<file path="config.mk">
export PLATFORM = sky130hd
export DESIGN_NAME = instr_fetch_unit
export DESIGN_NICKNAME = d
export VERILOG_FILES = /design/src/rtl/arm_fetch_pkg.sv /design/src/rtl/fetch_fifo.sv /design/src/rtl/instr_fetch_unit.sv
export SDC_FILE = /design/constraint.sdc
export NUM_CORES = 1
export LEC_CHECK = 0
export BUFFER_PORTS_ARGS = -buffer_cell sky130_fd_sc_hd__buf_2
export CAP_MARGIN = 20
export CORE_MARGIN = 5
export CORE_UTILIZATION = 35
export DETAILED_ROUTE_END_ITERATION = 16
export GPL_TIMING_DRIVEN = 0
export PLACE_DENSITY = 0.57
export SLEW_MARGIN = 0
export SYNTH_ARGS = -nofsm -noshare
export SYNTH_HDL_FRONTEND = slang
export SYNTH_SLANG_ARGS = --single-unit
</file>
<file path="constraint.sdc">
create_clock -name clk -period 13.48 [get_ports clk]
set_input_delay 2.696 -clock clk [delete_from_list [all_inputs] [get_ports clk]]
set_output_delay 2.696 -clock clk [all_outputs]
set_load 0.02 [all_outputs]
</file>
<file path="src/rtl/arm_fetch_pkg.sv">
// Shared definitions for the ARM fetch front end: default widths, PC step
// and the layout of one prefetch entry.
package arm_fetch_pkg;

   localparam int ADDR_W_DEF  = 32;
   localparam int INSTR_W_DEF = 32;
   localparam int PC_INCR     = 4;

   // Entry layout at default widths; the FIFO stores {pc, instr} in this order.
   typedef struct packed {
      logic [ADDR_W_DEF-1:0]  pc;
      logic [INSTR_W_DEF-1:0] instr;
   } fetch_entry_t;

   localparam int ENTRY_W_DEF = $bits(fetch_entry_t);

endpackage

</file>
<file path="src/rtl/fetch_fifo.sv">
// Generic synchronous FIFO with flush; head is presented combinationally
// from the read pointer. DEPTH must be a power of two, at least 2.
module fetch_fifo #(
   parameter  int DEPTH = 2,
   parameter  int WIDTH = arm_fetch_pkg::ENTRY_W_DEF,
   localparam int PTR_W = $clog2(DEPTH),
   localparam int CNT_W = $clog2(DEPTH + 1)
) (
   input  logic             clk,
   input  logic             rst,
   input  logic             push,
   input  logic             pop,
   input  logic             flush,
   input  logic [WIDTH-1:0] din,
   output logic [WIDTH-1:0] dout,
   output logic [CNT_W-1:0] count,
   output logic             empty,
   output logic             full
);

   logic [WIDTH-1:0] mem [DEPTH];
   logic [PTR_W-1:0] rd_ptr;
   logic [PTR_W-1:0] wr_ptr;

   assign dout  = mem[rd_ptr];
   assign empty = (count == '0);
   assign full  = (count == CNT_W'(DEPTH));

   // Flush wins over everything; a pop coinciding with a flush is simply absorbed.
   always_ff @(posedge clk or negedge rst) begin
      if (!rst) begin
         rd_ptr <= '0;
         wr_ptr <= '0;
         count  <= '0;
      end else if (flush) begin
         rd_ptr <= '0;
         wr_ptr <= '0;
         count  <= '0;
      end else begin
         if (push) wr_ptr <= wr_ptr + 1'b1;
         if (pop)  rd_ptr <= rd_ptr + 1'b1;
         case ({push, pop})
            2'b10:   count <= count + 1'b1;
            2'b01:   count <= count - 1'b1;
            default: count <= count;
         endcase
      end
   end

   always_ff @(posedge clk) begin
      if (push && !flush) mem[wr_ptr] <= din;
   end

endmodule

</file>
<file path="src/rtl/instr_fetch_unit.sv">
// Instruction fetch front end: owns the PC, drives imem_addr, buffers
// {pc, instr} pairs in a prefetch FIFO and hands them to the datapath.
module instr_fetch_unit
   import arm_fetch_pkg::*;
#(
   parameter int                ADDR_W   = ADDR_W_DEF,
   parameter int                INSTR_W  = INSTR_W_DEF,
   parameter int                DEPTH    = 2,
   parameter logic [ADDR_W-1:0] RESET_PC = '0
) (
   input  logic                       clk,
   input  logic                       rst,
   output logic [ADDR_W-1:0]          imem_addr,
   input  logic [INSTR_W-1:0]         imem_rdata,
   output logic                       out_valid,
   input  logic                       out_ready,
   output logic [INSTR_W-1:0]         out_instr,
   output logic [ADDR_W-1:0]          out_pc,
   input  logic                       redirect_valid,
   input  logic [ADDR_W-1:0]          redirect_target,
   output logic [$clog2(DEPTH+1)-1:0] fetch_count
);

   localparam int ENTRY_W = ADDR_W + INSTR_W;

   logic [ADDR_W-1:0]  pc;
   logic [ENTRY_W-1:0] head;
   logic               fifo_empty;
   logic               fifo_full;
   logic               push;
   logic               pop;
   logic               unused_target_lsbs;

   // Handshake: out_valid depends only on occupancy; a transfer happens on an
   // edge where out_valid & out_ready, and the head then advances.
   assign out_valid = !fifo_empty;
   assign pop       = out_valid & out_ready;
   assign push      = !redirect_valid & (!fifo_full | pop);

   assign imem_addr = pc;
   assign out_pc    = head[INSTR_W +: ADDR_W];
   assign out_instr = head[INSTR_W-1:0];

   // Targets are word aligned; the two low bits are dropped on load.
   assign unused_target_lsbs = ^redirect_target[1:0];

   always_ff @(posedge clk or negedge rst) begin
      if (!rst) begin
         pc <= RESET_PC;
      end else if (redirect_valid) begin
         pc <= {redirect_target[ADDR_W-1:2], 2'b00};
      end else if (push) begin
         pc <= pc + ADDR_W'(PC_INCR);
      end
   end

   fetch_fifo #(
      .DEPTH (DEPTH),
      .WIDTH (ENTRY_W)
   ) u_fifo (
      .clk   (clk),
      .rst   (rst),
      .push  (push),
      .pop   (pop),
      .flush (redirect_valid),
      .din   ({pc, imem_rdata}),
      .dout  (head),
      .count (fetch_count),
      .empty (fifo_empty),
      .full  (fifo_full)
   );

endmodule

</file>
==> flow_summary.json, run 1 <==
{
  "hold_class": "reg -> reg",
  "insertion_delay_ns": 0.42,
  "final-setup-viol-count": 0,
  "layout_common_cells": "162 x buf_2, 124 x edfxtp_1, 62 x mux2_2",
  "dp.cells": 839,
  "rsz0062_at_grt": "no",
  "grt_max_degree": 60,
  "overflow": 0,
  "htree_levels": 4,
  "drv_cap": 0,
  "post-route-util_pct": 45.0,
  "tritoncts": "done",
  "routed.top_layer": "met5",
  "final_nets": 693,
  "startpoint_type": "flip-flop",
  "antenna_found_initial": 3,
  "fmax_mhz": 194,
  "port_buffers": 159,
  "tightest_slew_ns": 1.05,
  "clock-sinks": 158,
  "dr_wl_met3_um": 1130,
  "drt_pass1_iterations": 5,
  "drcViolationCount": 0,
  "wirelength_um": 16600,
  "grt.total_usage_pct": 15.2,
  "drtIter0Drc": 259,
  "clockRootBuffer": "clkbuf_16",
  "io_pins": 167,
  "slew_viol_final": 0,
  "ir_drop_mv": 0.0817,
  "skew_ns": 0.00889,
  "vias": 4406,
  "min_period_ns": 5.16,
  "synthesis.instances": 435,
  "critical_path_arrival_ns": 2.47,
  "syn_to_final_growth_pct": 27.3,
  "ys_seq_area_share_pct": 69.7,
  "post_cts_resized": 0,
  "hpwl_um": 12000,
  "dr_wl_met2_um": 7880,
  "ys_ff_latch": 158,
  "wire_per_inst_um": 19.0,
  "end_kind": "output pin",
  "via_per_inst": 5.05,
  "worstSetupStartpoint": "u_fifo.rd_ptr$_DFFE_PN0P_",
  "cts.clk_slew.worst_paths_ns": 0.06,
  "floorplan.initialDensity_pct": 35.3,
  "slew_headroom_pct": 29.3,
  "die_h_um": 147,
  "post-cts-setup-buffer-count": 0,
  "leakagePower_nw": 3.17,
  "postRouteAntennaNets": 0,
  "first_global_vias": 4598,
  "cp.required_ns": 10.78,
  "ys_types": 49,
  "hp-start": "imem_addr[31]$_DFFE_PN0P_",
  "grt_first_pass_wirelength_um": 25700,
  "mappedNetlistArea_mm2": 0.00657,
  "powerDensity_mw_per_mm2": 152,
  "min_period_over_period_pct": 38.3,
  "rows": 50,
  "wirelength_met1_um": 7210,
  "tritoncts.num_buffers": 17,
  "routabilityCongestion": 0.794,
  "finalSetupTns_ns": 0,
  "ys.warnings.count": 0,
  "dieArea_mm2": 0.0216,
  "hold_viol": 0,
  "ctsHoldBuffers": 0,
  "core_area_mm2": 0.0186,
  "outcome": "completed",
  "final_cell_count_no_fill": 872,
  "final_common_cell": "buf_2",
  "worstPathMaxFanout": 10,
  "fillers": 1709,
  "crit_type": "reg -> out",
  "clk_path_buf_depth": 2,
  "die_w_um": 147,
  "reg2reg_from": "u_fifo.count[1]$_DFFE_PN0P_",
  "drive_gt1_share_pct": 44.0,
  "avgSynthCellArea_um2": 15.1
}
power breakdown:
part	switching [W]	internal, W	total [W]
sequential	0.0000279	0.000573	0.000600
combinational	0.000128	0.0000812	0.000209
clock	0.000191	0.000272	0.000462
total	0.000346	0.000925	0.00127
layout make-up:
type                    count  area [um^2]  area share (%)
diodes                      1         2.50          0.0299
plain buffers              26          146            1.75
clock buffers              17          425            5.09
clock inverters            15          148            1.77
inverters                   4         15.0           0.180
multi-input cells         250         1850            22.1
flip-flops and latches    158         4570            54.7
well taps                 234          293            3.50
repair buffers            167          902            10.8
sequential cells by signal, indices dropped and copies added (netlist names):
signal,cells
u_fifo.wr_ptr,1
u_fifo.count,2
u_fifo.mem,124
u_fifo.rd_ptr,1
imem_addr,30
worst paths after layout:
path	to	slack [ns]	cells after the start
max reg2reg	u_fifo.mem[1][47]$_DFFE_PP_	11.07	5
min in group asynchronous	imem_addr[19]$_DFFE_PN0P_	2.36	1
min reg2reg	u_fifo.mem[0][63]$_DFFE_PP_	0.56	0
max	out_pc[21]	8.32	4
min	u_fifo.mem[0][63]$_DFFE_PP_	0.56	0
max in group asynchronous	imem_addr[7]$_DFFE_PN0P_	10.59	1
Yosys cell counts, drive strengths merged:
cell	count	area share [%]
and2	3	0.29
nor2	14	0.80
nor4b	1	0.13
clkbuf	9	0.51
o311a	1	0.15
or2	2	0.19
mux2i	1	0.15
a21oi	2	0.15
o31ai	8	0.91
ha	1	0.19
nand2	25	1.4
o211ai	3	0.34
or4	11	1.3
o211a	1	0.15
nand3b	1	0.11
nand2b	1	0.095
edfxtp	124	57
nor2b	5	0.48
a221o	2	0.30
o31a	2	0.27
and4	5	0.69
mux2	62	11
nor4	6	0.57
dfrtp	34	13
or3b	1	0.13
a211o	2	0.27
xnor2	5	0.67
nor3b	3	0.34
a31oi	9	0.86
nand3	22	1.7
conb	1	0.057
and3	2	0.19
buf	17	1.7
nand4	13	1.3
clkinv	1	0.057
nor3	6	0.46
a22oi	3	0.34
o21ai	15	1.1
or3	2	0.21
inv	3	0.17
xor2	6	0.80
metrics by stage:
stage          power (W)  instance area [um^2]  worst slack (ns)  hold slack, ns
4_1_cts          0.00129                  8350              8.22           0.553
2_1_floorplan   0.000736                  6580              5.52           0.525
3_5_place_dp    0.000823                  7780              8.57           0.543
6_report         0.00127                  8360              8.32           0.564
5_1_grt          0.00133                  8360              8.14           0.583
3_3_place_gp    0.000814                  7660              2.55           0.521
critical path, cell delays in order (launching register included):
cell and delay [ns]:
dfrtp_1 0.32, clkbuf_1 0.54, buf_1 0.62, mux2_2 0.41
buf_2 0.16
logic make-up (layout without fill, tap and decap cells):
family / Yosys count / in the layout / share of synthesized area, %
DFF: 158 / 158 / 69.7
muxes: 63 / 63 / 10.8
AOI/OAI and AO/OA: 48 / 48 / 4.90
xor gates and xnor gates: 11 / 11 / 1.47
other: 1 / 5 / 0.0571
and+or+nand+nor: 123 / 123 / 10.5
adders and majority gates: 1 / 1 / 0.191
buffers and inverters: 30 / 229 / 2.46
per-layer routing:
metal	up-vias	track usage (%)
met5	-	0
met4	4	5.50
met3	26	5.18
met2	145	24.0
met1	2172	19.6
li1	2059	-
(Power assumes the default switching activity.)
==> run 2, diff against run 1 <==
--- a/config.mk
+++ b/config.mk
@@ -11,7 +11,7 @@
 export CORE_UTILIZATION = 35
 export DETAILED_ROUTE_END_ITERATION = 16
 export GPL_TIMING_DRIVEN = 0
-export PLACE_DENSITY = 0.57
+export PLACE_DENSITY = 0.59
 export SLEW_MARGIN = 0
 export SYNTH_ARGS = -nofsm -noshare
 export SYNTH_HDL_FRONTEND = slang
==> constraint.sdc (replaced) <==
create_clock -name clk -period 4.5 [get_ports clk]
set_input_delay 0.9 -clock clk [delete_from_list [all_inputs] [get_ports clk]]
set_output_delay 0.9 -clock clk [all_outputs]
set_load 0.02 [all_outputs]
==> run 2 against run 1 <==
- count of clock-buffer cells in the layout unchanged
- die area unchanged
- non-clock buffer count down 3
- cell count down 0.23%
- flip-flop and latch count unchanged
- core utilization up 0.20 points
- global-route usage up 0.46 points
- via count up 0.98%
- register-to-register slack worse by 9.1 ns
==> flow_summary.json, run 2 (synthesized netlist as in run 1, its figures left out) <==
{
  "switching_share_pct": 27.0,
  "layout_common_cells": "162 x buf_2, 124 x edfxtp_1, 62 x mux2_2",
  "cts.clk_slew.worst_paths_ns": 0.06,
  "post-cts-setup-buffer-count": 0,
  "floorplan.initialDensity_pct": 35.3,
  "routabilityCongestion": 0.785,
  "core_area_mm2": 0.0186,
  "setup_ws_ns": 1.10,
  "io_pins": 167,
  "end_kind": "output pin",
  "drv_cap": 0,
  "hp-start": "imem_addr[31]$_DFFE_PN0P_",
  "drt_pass1_iterations": 5,
  "startpoint_type": "flip-flop",
  "largest_reg_flops": 124,
  "worstPathMaxFanout": 10,
  "min_period_ns": 3.40,
  "first_global_vias": 4738,
  "hold_class": "reg -> reg",
  "grt_first_pass_wirelength_um": 26200,
  "die_w_um": 147,
  "drtIter0Drc": 310,
  "powerDensity_mw_per_mm2": 462,
  "slew_headroom_pct": 31.7,
  "crit_type": "reg -> out",
  "clk_path_buf_depth": 2,
  "rows": 50,
  "slowest_delay_ns": 0.63,
  "ctsHoldBuffers": 0,
  "via_per_inst": 5.11,
  "min_period_over_period_pct": 75.6,
  "rsz0062_at_grt": "no",
  "dieArea_mm2": 0.0216,
  "slew_viol_final": 0,
  "overflow": 0,
  "tightest_slew_ns": 1.02,
  "critical_path_arrival_ns": 2.50,
  "dp.cells": 836,
  "syn_to_final_growth_pct": 27.8,
  "wirelength_um": 17100,
  "pwr-share-clk_pct": 37.3,
  "fmax_mhz": 294,
  "leakagePower_nw": 3.18,
  "reg2reg_from": "u_fifo.count[1]$_DFFE_PN0P_",
  "outcome": "completed",
  "die_h_um": 147,
  "ir_drop_mv": 0.256,
  "timing.hold.ws_ns": 0.555,
  "clockRootBuffer": "clkbuf_16",
  "final_nets": 690,
  "cp.required_ns": 3.60,
  "clock-sinks": 158,
  "hold_viol": 0,
  "antenna_found_initial": 1,
  "slowest_stage": "buf_1",
  "post_cts_resized": 0,
  "p_int_w": 0.00283,
  "tritoncts.num_buffers": 17,
  "place_ws_ns": 1.42,
  "htree_levels": 4,
  "hpwl_um": 12000,
  "final-setup-viol-count": 0,
  "final_cell_count_no_fill": 870,
  "grt_max_degree": 42,
  "switchingPower_w": 0.00105,
  "grt.total_usage_pct": 15.7,
  "regMostFlops": "u_fifo.mem",
  "p_seq_share_pct": 46.4,
  "drcViolationCount": 0,
  "worstSetupStartpoint": "u_fifo.rd_ptr$_DFFE_PN0P_",
  "tritoncts": "done",
  "path_cells": "clkbuf_1 -> buf_1 -> mux2_2 -> buf_2",
  "wire_per_inst_um": 19.6,
  "port_buffers": 159,
  "skew_ns": 0.00888,
  "postRouteAntennaNets": 0,
  "drive_gt1_share_pct": 43.5,
  "vias": 4449,
  "final_common_cell": "buf_2",
  "insertion_delay_ns": 0.42,
  "fillers": 1691,
  "combPwrFrac_pct": 16.3
}
[run 2: metrics by stage]
step	total power, W	setup TNS, ns	instance area, um^2	utilization (%)
2_1_floorplan	0.00220	0	6580	-
3_3_place_gp	0.00243	-108.67	7670	41.3
3_5_place_dp	0.00247	0	7790	41.9
4_1_cts	0.00393	0	8390	45.1
5_1_grt	0.00403	0	8390	45.1
6_report	0.00388	0	8390	45.2
[run 2: final timing paths]
| check | end | slack, ns | cells after the start |
|---|---|---|---|
| setup / recovery | out_pc[21] | 1.10 | 4 |
| hold / removal | u_fifo.mem[0][63]$_DFFE_PP_ | 0.55 | 0 |
| setup reg to reg | u_fifo.mem[1][9]$_DFFE_PP_ | 1.95 | 5 |
| hold reg to reg | u_fifo.mem[0][63]$_DFFE_PP_ | 0.55 | 0 |
| max in group asynchronous | imem_addr[6]$_DFFE_PN0P_ | 3.38 | 1 |
| min in group asynchronous | imem_addr[21]$_DFFE_PN0P_ | 0.58 | 1 |
[run 2: critical path, delay by kind of cell, from the launching register on]
family | cells | cell delay [ns]
buffers and inverters | 3 | 1.34
multiplexers | 1 | 0.42
flip-flops | 1 | 0.32
[run 2: cell type report]
| type | count | area [um^2] | share of cell area (%) |
|---|---|---|---|
| Antenna cell | 2 | 5.00 | 0.0596 |
| Buffer | 26 | 146 | 1.74 |
| Clock buffer | 17 | 425 | 5.07 |
| Clock inverter | 15 | 169 | 2.01 |
| Inverter | 4 | 15.0 | 0.179 |
| Multi-Input combinational cell | 250 | 1860 | 22.1 |
| Sequential cell | 158 | 4570 | 54.5 |
| Tap cell | 234 | 293 | 3.49 |
| Timing Repair Buffer | 164 | 908 | 10.8 |
[run 2: per-layer routing]
layer	up-vias	track usage, %	part of all wire (%)
met5	-	0	0.064
met4	2	5.55	1.7
met3	23	5.09	7.3
met2	160	26.1	50
met1	2198	19.2	41
li1	2066	-	-
[run 2: power by group through the flow]
stage / clock [W] / combinational, W / sequential [W]
floorplan: 0 / 0.000358 / 0.00184
global placement: 0 / 0.000603 / 0.00183
detailed placement: 0 / 0.000638 / 0.00183
CTS: 0.00149 / 0.000641 / 0.00180
global route: 0.00153 / 0.000681 / 0.00181
finish: 0.00145 / 0.000631 / 0.00180
